<file path="config.mk">
export PLATFORM = sky130hd
export DESIGN_NAME = tis_any_port_arbiter
export DESIGN_NICKNAME = d
export VERILOG_FILES = /design/src/rtl/tis_pkg.sv /design/src/rtl/tis_port_prio_pick.sv /design/src/rtl/tis_any_port_arbiter.sv
export SDC_FILE = /design/constraint.sdc
export NUM_CORES = 1
export LEC_CHECK = 0
export ABC_AREA = 1
export ABC_CLOCK_PERIOD_IN_PS = 1600
export BUFFER_PORTS_ARGS = -buffer_cell sky130_fd_sc_hd__buf_4
export CORE_MARGIN = 2
export CORE_UTILIZATION = 40
export DETAILED_ROUTE_END_ITERATION = 10
export PLACE_DENSITY = 0.89
export SLEW_MARGIN = 20
export SYNTH_ARGS = -nofsm -noshare
export SYNTH_HDL_FRONTEND = slang
export SYNTH_SLANG_ARGS = --single-unit
</file>
<file path="constraint.sdc">
create_clock -name clk -period 1.6 [get_ports clk]
set_clock_uncertainty 0.1 [all_clocks]
set_input_delay 0.24 -clock clk [delete_from_list [all_inputs] [get_ports clk]]
set_output_delay 0.24 -clock clk [all_outputs]
set_load 0.01 [all_outputs]
</file>
<file path="src/rtl/tis_pkg.sv">
// Shared constants for the tis100 node port arbiter: link field layout,
// port codes, FSM state encodings and a port-code to one-hot helper.
package tis_pkg;

    localparam int DATA_W       = 11;
    localparam int LINK_W       = 15;
    localparam int DATA_LSB     = 0;
    localparam int DATA_MSB     = 10;
    localparam int WR_VALID_BIT = 11;
    localparam int RD_REQ_BIT   = 12;
    localparam int ACK_BIT      = 13;

    localparam logic [2:0] PORT_NONE  = 3'd0;
    localparam logic [2:0] PORT_LEFT  = 3'd1;
    localparam logic [2:0] PORT_RIGHT = 3'd2;
    localparam logic [2:0] PORT_UP    = 3'd3;
    localparam logic [2:0] PORT_DOWN  = 3'd4;

    localparam logic [2:0] ST_IDLE     = 3'd0;
    localparam logic [2:0] ST_RD_WAIT  = 3'd1;
    localparam logic [2:0] ST_RD_ACK   = 3'd2;
    localparam logic [2:0] ST_WR_SEL   = 3'd3;
    localparam logic [2:0] ST_WR_WAIT  = 3'd4;
    localparam logic [2:0] ST_DONE_NIL = 3'd5;

    // Mask bit 0..3 = left, right, up, down.
    function automatic logic [3:0] port_mask(input logic [2:0] code);
        logic [3:0] mask;
        case (code)
            PORT_LEFT:  mask = 4'b0001;
            PORT_RIGHT: mask = 4'b0010;
            PORT_UP:    mask = 4'b0100;
            PORT_DOWN:  mask = 4'b1000;
            default:    mask = 4'b0000;
        endcase
        return mask;
    endfunction

endpackage

</file>
<file path="src/rtl/tis_port_prio_pick.sv">
// Combinational priority picker: first set request scanning L,R,U,D from a
// start index (wrapping), returned as one-hot grant and port code.
module tis_port_prio_pick (
    input  logic [3:0] req_i,
    input  logic [1:0] start_i,
    output logic [3:0] gnt_o,
    output logic [2:0] port_o
);
    import tis_pkg::*;

    logic [1:0] idx;

    // Walk from lowest to highest priority so the highest priority hit wins last.
    always_comb begin
        gnt_o  = 4'b0000;
        port_o = PORT_NONE;
        idx    = 2'd0;
        for (int i = 3; i >= 0; i--) begin
            idx = start_i + 2'(i);
            if (req_i[idx]) begin
                gnt_o  = 4'b0001 << idx;
                port_o = {1'b0, idx} + 3'd1;
            end
        end
    end

endmodule

</file>
<file path="src/rtl/tis_any_port_arbiter.sv">
// Port arbiter for one tis100 node: sequences ANY/LAST reads and writes over the
// four neighbour links. Define TIS_ANY_ROUND_ROBIN_EN for round-robin ANY scan.
module tis_any_port_arbiter #(
    parameter int DATA_W     = 11,
    parameter int PRIO_ORDER = 0
) (
    input  logic              clk,
    input  logic              reset,
    input  logic              op_read_any,
    input  logic              op_read_last,
    input  logic              op_write_any,
    input  logic              op_write_last,
    input  logic [DATA_W-1:0] wr_data,
    output logic              busy,
    output logic              op_done,
    output logic [DATA_W-1:0] rd_data,
    output logic [2:0]        last_port,
    input  logic [14:0]       left,
    input  logic [14:0]       right,
    input  logic [14:0]       up,
    input  logic [14:0]       down,
    output logic [14:0]       leftOut,
    output logic [14:0]       rightOut,
    output logic [14:0]       upOut,
    output logic [14:0]       downOut
);
    import tis_pkg::*;

    logic [LINK_W-1:0] in_bus  [4];
    logic [LINK_W-1:0] out_bus [4];
    logic [3:0]        in_wr_valid, in_rd_req, in_ack;

    logic [2:0]        state_q, state_d;
    logic              op_any_q, op_any_d;
    logic [3:0]        win_q, win_d;
    logic [2:0]        win_port_q, win_port_d;
    logic [DATA_W-1:0] wr_data_q, wr_data_d;
    logic [DATA_W-1:0] rd_data_q, rd_data_d;
    logic [2:0]        last_port_q, last_port_d;

    logic [3:0]        cand;
    logic [3:0]        pick_req, pick_gnt;
    logic [2:0]        pick_port;
    logic [1:0]        pick_start;

    assign in_bus[0] = left;
    assign in_bus[1] = right;
    assign in_bus[2] = up;
    assign in_bus[3] = down;

    assign leftOut  = out_bus[0];
    assign rightOut = out_bus[1];
    assign upOut    = out_bus[2];
    assign downOut  = out_bus[3];

    always_comb begin
        for (int i = 0; i < 4; i++) begin
            in_wr_valid[i] = in_bus[i][WR_VALID_BIT];
            in_rd_req[i]   = in_bus[i][RD_REQ_BIT];
            in_ack[i]      = in_bus[i][ACK_BIT];
        end
    end

    assign cand     = op_any_q ? 4'b1111 : port_mask(last_port_q);
    assign pick_req = ((state_q == ST_WR_SEL) ? in_rd_req : in_wr_valid) & cand;

`ifdef TIS_ANY_ROUND_ROBIN_EN
    logic [1:0] rr_q, rr_d;
    assign pick_start = op_any_q ? rr_q : 2'd0;
`else
    assign pick_start = 2'd0;
`endif

    tis_port_prio_pick u_pick (
        .req_i   (pick_req),
        .start_i (pick_start),
        .gnt_o   (pick_gnt),
        .port_o  (pick_port)
    );

    always_comb begin
        state_d     = state_q;
        op_any_d    = op_any_q;
        win_d       = win_q;
        win_port_d  = win_port_q;
        wr_data_d   = wr_data_q;
        rd_data_d   = rd_data_q;
        last_port_d = last_port_q;
`ifdef TIS_ANY_ROUND_ROBIN_EN
        rr_d        = rr_q;
`endif
        case (state_q)
            ST_IDLE: begin
                if (op_read_any) begin
                    op_any_d = 1'b1;
                    state_d  = ST_RD_WAIT;
                end else if (op_read_last) begin
                    op_any_d = 1'b0;
                    if (last_port_q == PORT_NONE) begin
                        rd_data_d = '0;
                        state_d   = ST_DONE_NIL;
                    end else begin
                        state_d = ST_RD_WAIT;
                    end
                end else if (op_write_any) begin
                    op_any_d  = 1'b1;
                    wr_data_d = wr_data;
                    state_d   = ST_WR_SEL;
                end else if (op_write_last) begin
                    op_any_d  = 1'b0;
                    wr_data_d = wr_data;
                    state_d   = (last_port_q == PORT_NONE) ? ST_DONE_NIL : ST_WR_SEL;
                end
            end
            ST_RD_WAIT: begin
                if (pick_port != PORT_NONE) begin
                    win_d      = pick_gnt;
                    win_port_d = pick_port;
                    for (int i = 0; i < 4; i++) begin
                        if (pick_gnt[i]) rd_data_d = in_bus[i][DATA_MSB:DATA_LSB];
                    end
                    if (op_any_q) begin
                        last_port_d = pick_port;
`ifdef TIS_ANY_ROUND_ROBIN_EN
                        rr_d = pick_port[1:0];
`endif
                    end
                    state_d = ST_RD_ACK;
                end
            end
            ST_RD_ACK: state_d = ST_IDLE;
            ST_WR_SEL: begin
                if (pick_port != PORT_NONE) begin
                    win_d      = pick_gnt;
                    win_port_d = pick_port;
                    state_d    = ST_WR_WAIT;
                end
            end
            ST_WR_WAIT: begin
                if ((in_ack & win_q) != 4'b0000) begin
                    if (op_any_q) begin
                        last_port_d = win_port_q;
`ifdef TIS_ANY_ROUND_ROBIN_EN
                        // Port code low bits already index the next port in the ring.
                        rr_d = win_port_q[1:0];
`endif
                    end
                    // Write completion shares the idle-bus done cycle with NIL ops.
                    state_d = ST_DONE_NIL;
                end
            end
            ST_DONE_NIL: state_d = ST_IDLE;
            default:     state_d = ST_IDLE;
        endcase
    end

    always_ff @(posedge clk) begin
        if (reset) begin
            state_q     <= ST_IDLE;
            op_any_q    <= 1'b0;
            win_q       <= 4'b0000;
            win_port_q  <= PORT_NONE;
            wr_data_q   <= '0;
            rd_data_q   <= '0;
            last_port_q <= PORT_NONE;
`ifdef TIS_ANY_ROUND_ROBIN_EN
            rr_q        <= 2'd0;
`endif
        end else begin
            state_q     <= state_d;
            op_any_q    <= op_any_d;
            win_q       <= win_d;
            win_port_q  <= win_port_d;
            wr_data_q   <= wr_data_d;
            rd_data_q   <= rd_data_d;
            last_port_q <= last_port_d;
`ifdef TIS_ANY_ROUND_ROBIN_EN
            rr_q        <= rr_d;
`endif
        end
    end

    always_comb begin
        for (int i = 0; i < 4; i++) begin
            out_bus[i] = '0;
            case (state_q)
                ST_RD_WAIT: out_bus[i][RD_REQ_BIT] = cand[i];
                ST_RD_ACK:  out_bus[i][ACK_BIT]    = win_q[i];
                ST_WR_WAIT: begin
                    if (win_q[i]) begin
                        out_bus[i][WR_VALID_BIT]      = 1'b1;
                        out_bus[i][DATA_MSB:DATA_LSB] = wr_data_q;
                    end
                end
                default: out_bus[i] = '0;
            endcase
        end
    end

    assign busy      = (state_q != ST_IDLE);
    assign op_done   = (state_q == ST_RD_ACK) || (state_q == ST_DONE_NIL);
    assign rd_data   = rd_data_q;
    assign last_port = last_port_q;

    logic unused_in;
    assign unused_in = ^{left[14], right[14], up[14], down[14], (PRIO_ORDER != 0), (DATA_W != 11)};

endmodule

</file>
==> run summary, run 1 <==
### Setup path
• endpoint arrival time on the critical path: 1620 ps
• data required time at the worst endpoint: 1260 ps
• critical path peak fanout: 5
• Setup crit start kind: flop
• endpoint kind of the worst setup timing path: primary output
• class of the most critical setup path: reg -> out

### STA
• min Tclk post-route: 1960 ps
• achievable frequency: 510 MHz
• final hold vios: 0
• part of the cycle the worst path needs: 122%
• final count of negative-setup-slack endpoints: 86
• setup total negative slack: -18,440 ps
• Max Transition Viols Final: 0
• unrepaired setup endpoints after global routing: yes
• post-route worst setup slack: -359 ps

### Min path
• type of the worst min-delay path: in -> reg

### Synth
• post-synthesis area per instance: 5.59 µm²
• total standard cell area after synthesis: 2540 µm²
• total of warnings raised by yosys: 0
• share of synthesized area occupied by flip-flops and latches: 27.6%
• number of synthesized register bits: 35
• gate count of the mapped netlist: 454
• distinct cell type count after synthesis: 25

### Place
• cell area after placement: 4110 µm²
• sum of net half-perimeters after detailed placement: 7070 µm
• number of I/O port buffers: 144
• gpl congestion: 0.893
• pre-CTS WS: -320 ps

### Routing
• total wirelength of the detailed-routed design: 10,900 µm
• average detailed-routed wire length per instance: 15.0 µm
• post-detailed-route DRC marker count: 0
• post-DR vias/cell: 5.18
• TritonRoute pass-1 iters: 7
• starting DRC count in detailed routing: 217
• number of nets with antenna violations after routing: 0
• Vias: 3,761

### Die
• starting density of the core: 40.7%
• # IOs: 153
• num rows: 29
• CORE AREA: 6240 µm²
• Die ar.: 7000 µm²
• Die Ht: 83.7 µm
• floorplan die width: 83.7 µm

### Global routing
• pin count of the biggest net entering global routing: 24
• overall fraction of global-route tracks in use: 27.8%
• wire length of the first global-routing pass: 16,300 µm
• initial antenna violation count: 0
• final global-route overflow total: 0
• number of global-route vias before repair: 3,656

### Run
• Max Cap Viol: 0

### Clock network
• maximum clock insertion buffer count: 2
• number of levels in the clock H-tree: 2
• TritonCTS sink count: 35
• clock input transition at the sequential cells of the worst setup and hold paths: 70 ps
• cts-stage hold buffer count: 0
• TritonCTS clock tree: yes
• clock latency of the later-clocked register in the worst-skew pair: 280 ps
• number of clock buffers inserted by TritonCTS: 5
• library cell used as clock root buffer: sky130_fd_sc_hd__clkbuf_8

### Finish
• final cell area excluding filler cells: 4710 µm²
• filler cell count: 432
• final antenna diode count: 0
• area added between synthesis and finish: 85.4%
• layout cells sized above 1: 50.1%
• number of nets at the end of the flow: 726

### Power and ir drop
• PnR Total Power: 6310 µW
• static power due to leakage: 0.00236 µW
• power density over the cells: 1340 nW/µm²
• peak ir drop on the vdd network: 0.000639 V

### Outcome
• violated checks: negative setup slack
• status: finished with violations

==> critical path: stages (launching register included) <==
cell,delay (ps)
sky130_fd_sc_hd__dfxtp_4,360
sky130_fd_sc_hd__nor2_4,130
sky130_fd_sc_hd__nand2_4,90
sky130_fd_sc_hd__buf_6,140
sky130_fd_sc_hd__nor2_4,130
sky130_fd_sc_hd__clkinvlp_4,190
sky130_fd_sc_hd__nor2_2,160
sky130_fd_sc_hd__buf_4,130
==> report_power, final <==
part / internal [µW] / switching (µW) / total, µW
logic: 1840 / 2600 / 4440
registers: 1080 / 149 / 1230
clock network: 338 / 306 / 644
total: 3250 / 3060 / 6310
==> final timing paths <==
| kind | from | to | slack [ps] | cells after the start |
|---|---|---|---|---|
| max | state_q[1] | upOut[1] | -360 | 7 |
| min | wr_data[5] | wr_data_q[5] | 130 | 3 |
| max reg2reg | state_q[2] | rd_data[5] | -350 | 13 |
| min reg2reg | rd_data[9] | rd_data[9] | 360 | 2 |
==> through the flow <==
| stage | hold WS [ps] | utilization (%) | std cells |
|---|---|---|---|
| 6_report | 126 | 75.4 | 726 |
| 5_1_grt | 133 | 75.4 | 726 |
| 4_1_cts | 140 | 71.7 | 719 |
| 3_5_place_dp | 355 | 65.9 | 702 |
| 3_3_place_gp | 348 | 65.9 | 702 |
| 2_1_floorplan | 333 | - | 457 |
==> layout by cell type, fill, tap and decap left out, types with 2 or more instances in the layout <==
cell type / n
sky130_fd_sc_hd__buf_4: 196
sky130_fd_sc_hd__nand2_1: 84
sky130_fd_sc_hd__nor2_1: 71
sky130_fd_sc_hd__inv_1: 57
sky130_fd_sc_hd__a21oi_1: 29
sky130_fd_sc_hd__dfxtp_1: 29
sky130_fd_sc_hd__nor2_2: 26
sky130_fd_sc_hd__nand3_1: 19
sky130_fd_sc_hd__nor2_4: 13
sky130_fd_sc_hd__nand3b_1: 11
sky130_fd_sc_hd__nand2_2: 10
sky130_fd_sc_hd__a21oi_2: 10
sky130_fd_sc_hd__inv_2: 8
sky130_fd_sc_hd__o21ai_1: 8
sky130_fd_sc_hd__nor3_1: 7
sky130_fd_sc_hd__nand2_4: 6
sky130_fd_sc_hd__nand3_4: 6
sky130_fd_sc_hd__clkbuf_8: 6
sky130_fd_sc_hd__buf_6: 6
sky130_fd_sc_hd__inv_4: 5
sky130_fd_sc_hd__o21ai_2: 5
sky130_fd_sc_hd__nor3_2: 4
sky130_fd_sc_hd__conb_1: 4
sky130_fd_sc_hd__buf_12: 4
sky130_fd_sc_hd__o21ai_4: 3
sky130_fd_sc_hd__nand3_2: 3
sky130_fd_sc_hd__dfxtp_2: 3
sky130_fd_sc_hd__dfxtp_4: 3
sky130_fd_sc_hd__nand4_1: 2
sky130_fd_sc_hd__o21ai_0: 2
==> sequential cells by signal, summed over array words and instances (netlist names) <==
register / count
last_port: 3
op_any_q: 1
rd_data: 11
state_q: 3
win_port_q: 2
win_q: 4
wr_data_q: 11
==> cell families after synthesis <==
group,synth area share (%)
AND/OR/NAND/NOR,44.6
buffers and inverters,15.3
AO/OA/AOI/OAI,12.4
flip-flops,27.6
other,0.148
==> cells in the mapped netlist <==
cell type	instances	area share (%)
sky130_fd_sc_hd__dfxtp_1	35	28
sky130_fd_sc_hd__nand3b_1	11	3.3
sky130_fd_sc_hd__nand3_1	23	4.5
sky130_fd_sc_hd__o21ai_1	1	0.20
sky130_fd_sc_hd__nand2_2	3	0.74
sky130_fd_sc_hd__inv_2	3	0.44
sky130_fd_sc_hd__o21ai_2	1	0.34
sky130_fd_sc_hd__nand2_1	97	14
sky130_fd_sc_hd__buf_6	1	0.44
sky130_fd_sc_hd__nand3_2	4	1.6
sky130_fd_sc_hd__buf_4	5	1.5
sky130_fd_sc_hd__a21oi_1	40	7.9
sky130_fd_sc_hd__nand2_4	1	0.44
sky130_fd_sc_hd__nor2_2	4	0.99
sky130_fd_sc_hd__or2_2	1	0.25
sky130_fd_sc_hd__inv_1	67	9.9
sky130_fd_sc_hd__conb_1	1	0.15
sky130_fd_sc_hd__buf_2	7	1.4
sky130_fd_sc_hd__nor3_1	12	2.4
sky130_fd_sc_hd__nor2_1	106	16
sky130_fd_sc_hd__nand4_1	2	0.49
sky130_fd_sc_hd__o21ai_0	16	3.2
sky130_fd_sc_hd__a311oi_1	1	0.34
sky130_fd_sc_hd__a21boi_2	1	0.44
sky130_fd_sc_hd__clkbuf_1	11	1.6
==> metal layers <==
layer | routed length (µm) | up-vias | GRT usage, %
met5 | 0 | - | 0
met4 | 512 | 0 | 14.5
met3 | 807 | 58 | 5.04
met2 | 5750 | 242 | 51.0
met1 | 3840 | 1684 | 30.1
li1 | - | 1777 | -
==> timing repair <==
item                       in CTS  in global routing
pin swaps                      10                  6
resized for setup              65                 62
buffers inserted                9                  4
setup endpoints to repair      91                 92
cloned                          2                  3
==> layout make-up <==
class	count	area [µm²]	share of cell area, %
tap	77	96.3	2.05
clock inverter	1	5.00	0.106
sequential	35	716	15.2
inverter	70	278	5.90
clock buffer	6	82.6	1.75
timing repair buffer	206	1620	34.4
timing repair inverter	2	13.8	0.292
multi-input combinational	329	1900	40.3
(Power assumes the default switching activity.)
==> run 2: changes to the inputs <==
ABC_AREA = default   (was 1)
PLACE_DENSITY = 0.88   (was 0.89)
==> run summary, run 2 <==
### Power and ir drop
• peak ir drop on the vdd network: 0.00106 V
• PnR Total Power: 6460 µW
• power density over the cells: 1270 nW/µm²
• static power due to leakage: 0.00249 µW

### Synth
• number of flops mapped to enable cells by yosys: 0
• share of synthesized area occupied by flip-flops and latches: 26.8%
• distinct cell type count after synthesis: 55
• count leader, synth: sky130_fd_sc_hd__and3_1
• cell taking the most area after synthesis: sky130_fd_sc_hd__dfxtp_1
• area share of the largest cell type after synthesis: 26.8%
• most area-consuming cells after synthesis: sky130_fd_sc_hd__dfxtp_1 27%, sky130_fd_sc_hd__and3_1 11%, sky130_fd_sc_hd__o32ai_2 6.2%, sky130_fd_sc_hd__mux2i_1 5.4%, sky130_fd_sc_hd__nor2_4 4.7%
• number of synthesized register bits: 35
• leading cell types by count after synthesis: 48 x sky130_fd_sc_hd__and3_1, 35 x sky130_fd_sc_hd__dfxtp_1, 29 x sky130_fd_sc_hd__nor2_1
• primary flip-flop cell chosen by synthesis mapping: sky130_fd_sc_hd__dfxtp_1
• total of warnings raised by yosys: 0
• fraction of synthesis flops using an asynchronous set or reset pin: 0%
• gate count of the mapped netlist: 308
• post-synthesis area per instance: 8.50 µm²
• total standard cell area after synthesis: 2620 µm²

### Die
• # IOs: 153
• starting density of the core: 41.2%
• Die ar.: 7210 µm²
• num rows: 29
• Die Ht: 84.9 µm
• floorplan die width: 84.9 µm
• CORE AREA: 6350 µm²

### Clock network
• TritonCTS clock tree: yes
• TritonCTS sink count: 35
• clock input transition at the sequential cells of the worst setup and hold paths: 70 ps
• cts-stage hold buffer count: 0
• number of clock buffers inserted by TritonCTS: 5
• clock latency of the later-clocked register in the worst-skew pair: 300 ps
• maximum clock insertion buffer count: 2
• library cell used as clock root buffer: sky130_fd_sc_hd__clkbuf_8
• number of levels in the clock H-tree: 2

### STA
• final count of negative-setup-slack endpoints: 93
• final hold vios: 0
• achievable frequency: 478 MHz
• min Tclk post-route: 2090 ps
• unrepaired setup endpoints after global routing: yes
• post-route worst setup slack: -490 ps
• Max Transition Viols Final: 0
• hold slack: 76.0 ps
• part of the cycle the worst path needs: 131%

### Routing
• number of nets with antenna violations after routing: 0
• post-DR vias/cell: 5.69
• starting DRC count in detailed routing: 179
• total wirelength of the detailed-routed design: 11,700 µm
• Vias: 3,400
• TritonRoute pass-1 iters: 4
• average detailed-routed wire length per instance: 19.6 µm
• post-detailed-route DRC marker count: 0

### Global routing
• number of global-route vias before repair: 3,418
• wire length of the first global-routing pass: 16,400 µm
• overall fraction of global-route tracks in use: 28.3%
• initial antenna violation count: 0
• pin count of the biggest net entering global routing: 23
• final global-route overflow total: 0

### Setup path
• critical path peak fanout: 6
• Setup crit start kind: flop
• CP max stage delay: 560 ps
• CP cell instances: nand3b_4, mux2i_1, buf_4, nor2_4, buf_6, nor4_4, or4_1, a21oi_2
• class of the most critical setup path: reg -> reg
• highest-delay cell along the critical path: sky130_fd_sc_hd__or4_1
• data required time at the worst endpoint: 1730 ps
• endpoint arrival time on the critical path: 2220 ps
• endpoint kind of the worst setup timing path: flop

### Place
• sum of net half-perimeters after detailed placement: 7040 µm
• gpl congestion: 0.877
• cell area after placement: 4090 µm²
• number of I/O port buffers: 144

### Finish
• final core area utilization: 80.4%
• area added between synthesis and finish: 94.9%
• final cell area excluding filler cells: 5100 µm²
• most frequent cells in the layout: 166 x sky130_fd_sc_hd__buf_4, 56 x sky130_fd_sc_hd__buf_6, 31 x sky130_fd_sc_hd__dfxtp_1
• number of nets at the end of the flow: 597
• layout cells sized above 1: 66.2%
• filler cell count: 384
• most common library cell in the layout ignoring fill and taps: sky130_fd_sc_hd__buf_4
• final antenna diode count: 0

### Outcome
• status: finished with violations
• violated checks: negative setup slack

### Run
• Max Cap Viol: 0

### Min path
• type of the worst min-delay path: in -> reg

[run 2: cell types whose count changed in the layout (fill, tap and decap cells not counted), moves of 18 or more]
cell and change:
sky130_fd_sc_hd__a21oi_1 -23, sky130_fd_sc_hd__nand3_1 -18, sky130_fd_sc_hd__nand2_1 -75, sky130_fd_sc_hd__nor2_2 -20
sky130_fd_sc_hd__inv_1 -30, sky130_fd_sc_hd__and3_1 +20, sky130_fd_sc_hd__and3_4 +28, sky130_fd_sc_hd__buf_4 -30
sky130_fd_sc_hd__nor2_1 -50, sky130_fd_sc_hd__buf_6 +50
[run 2: cell families after synthesis]
kind of cell,share of synthesized area (%)
compound gates,26.0
mux,6.88
simple gates,28.9
flops,26.8
other cells,0.143
buf+inv,11.3
[run 2: worst paths after layout]
check | startpoint | to | slack (ps) | cells after the start
worst max-delay path | state_q[2] | state_q[2] | -490 | 8
worst min-delay path | wr_data[4] | wr_data_q[4] | 80 | 3
worst max register to register | state_q[2] | state_q[2] | -490 | 8
worst min register to register | rd_data[10] | rd_data[10] | 370 | 2
[run 2: layout make-up]
cell class / count / area (µm²) / area share, %
flip-flops and latches: 35 / 706 / 13.8
clock inverters: 1 / 5.00 / 0.0981
repair buffers: 231 / 2060 / 40.3
inverters: 28 / 110 / 2.16
well taps: 77 / 96.3 / 1.89
clock buffers: 7 / 76.3 / 1.50
multi-input cells: 219 / 2050 / 40.2
[run 2: what timing repair did]
item	CTS	global route
hold endpoints to repair	0	0
endpoints found under the setup margin	93	93
pin swaps	8	10
cloned	6	3
setup buffers	24	9
gates resized for setup	68	91
[run 2: per-layer routing]
layer  track usage, %  wire length (µm)
met1             33.3              4360
met2             52.0              6260
met3             4.38               765
met4             10.1               350
met5                0                 0
[run 2: worst max-delay path: cells and delay by family (launching register included)]
kind                   cells  cell delay [ps]
flip-flops                 1              310
buffers and inverters      2              320
AO/OA/AOI/OAI              1              150
multiplexers               1              150
AND/OR/NAND/NOR            4             1000
[run 2: power breakdown]
group | internal, µW | switching (µW)
registers | 1070 | 178
logic | 2340 | 2230
clock network | 306 | 336
[run 2: stage by stage]
stage | instances | setup WS [ps] | setup TNS, ps
floorplan | 311 | -396 | -14670
global placement | 556 | -488 | -16760
detailed placement | 556 | -634 | -20700
CTS | 594 | -426 | -28970
global route | 598 | -552 | -33790
finish | 598 | -490 | -28910
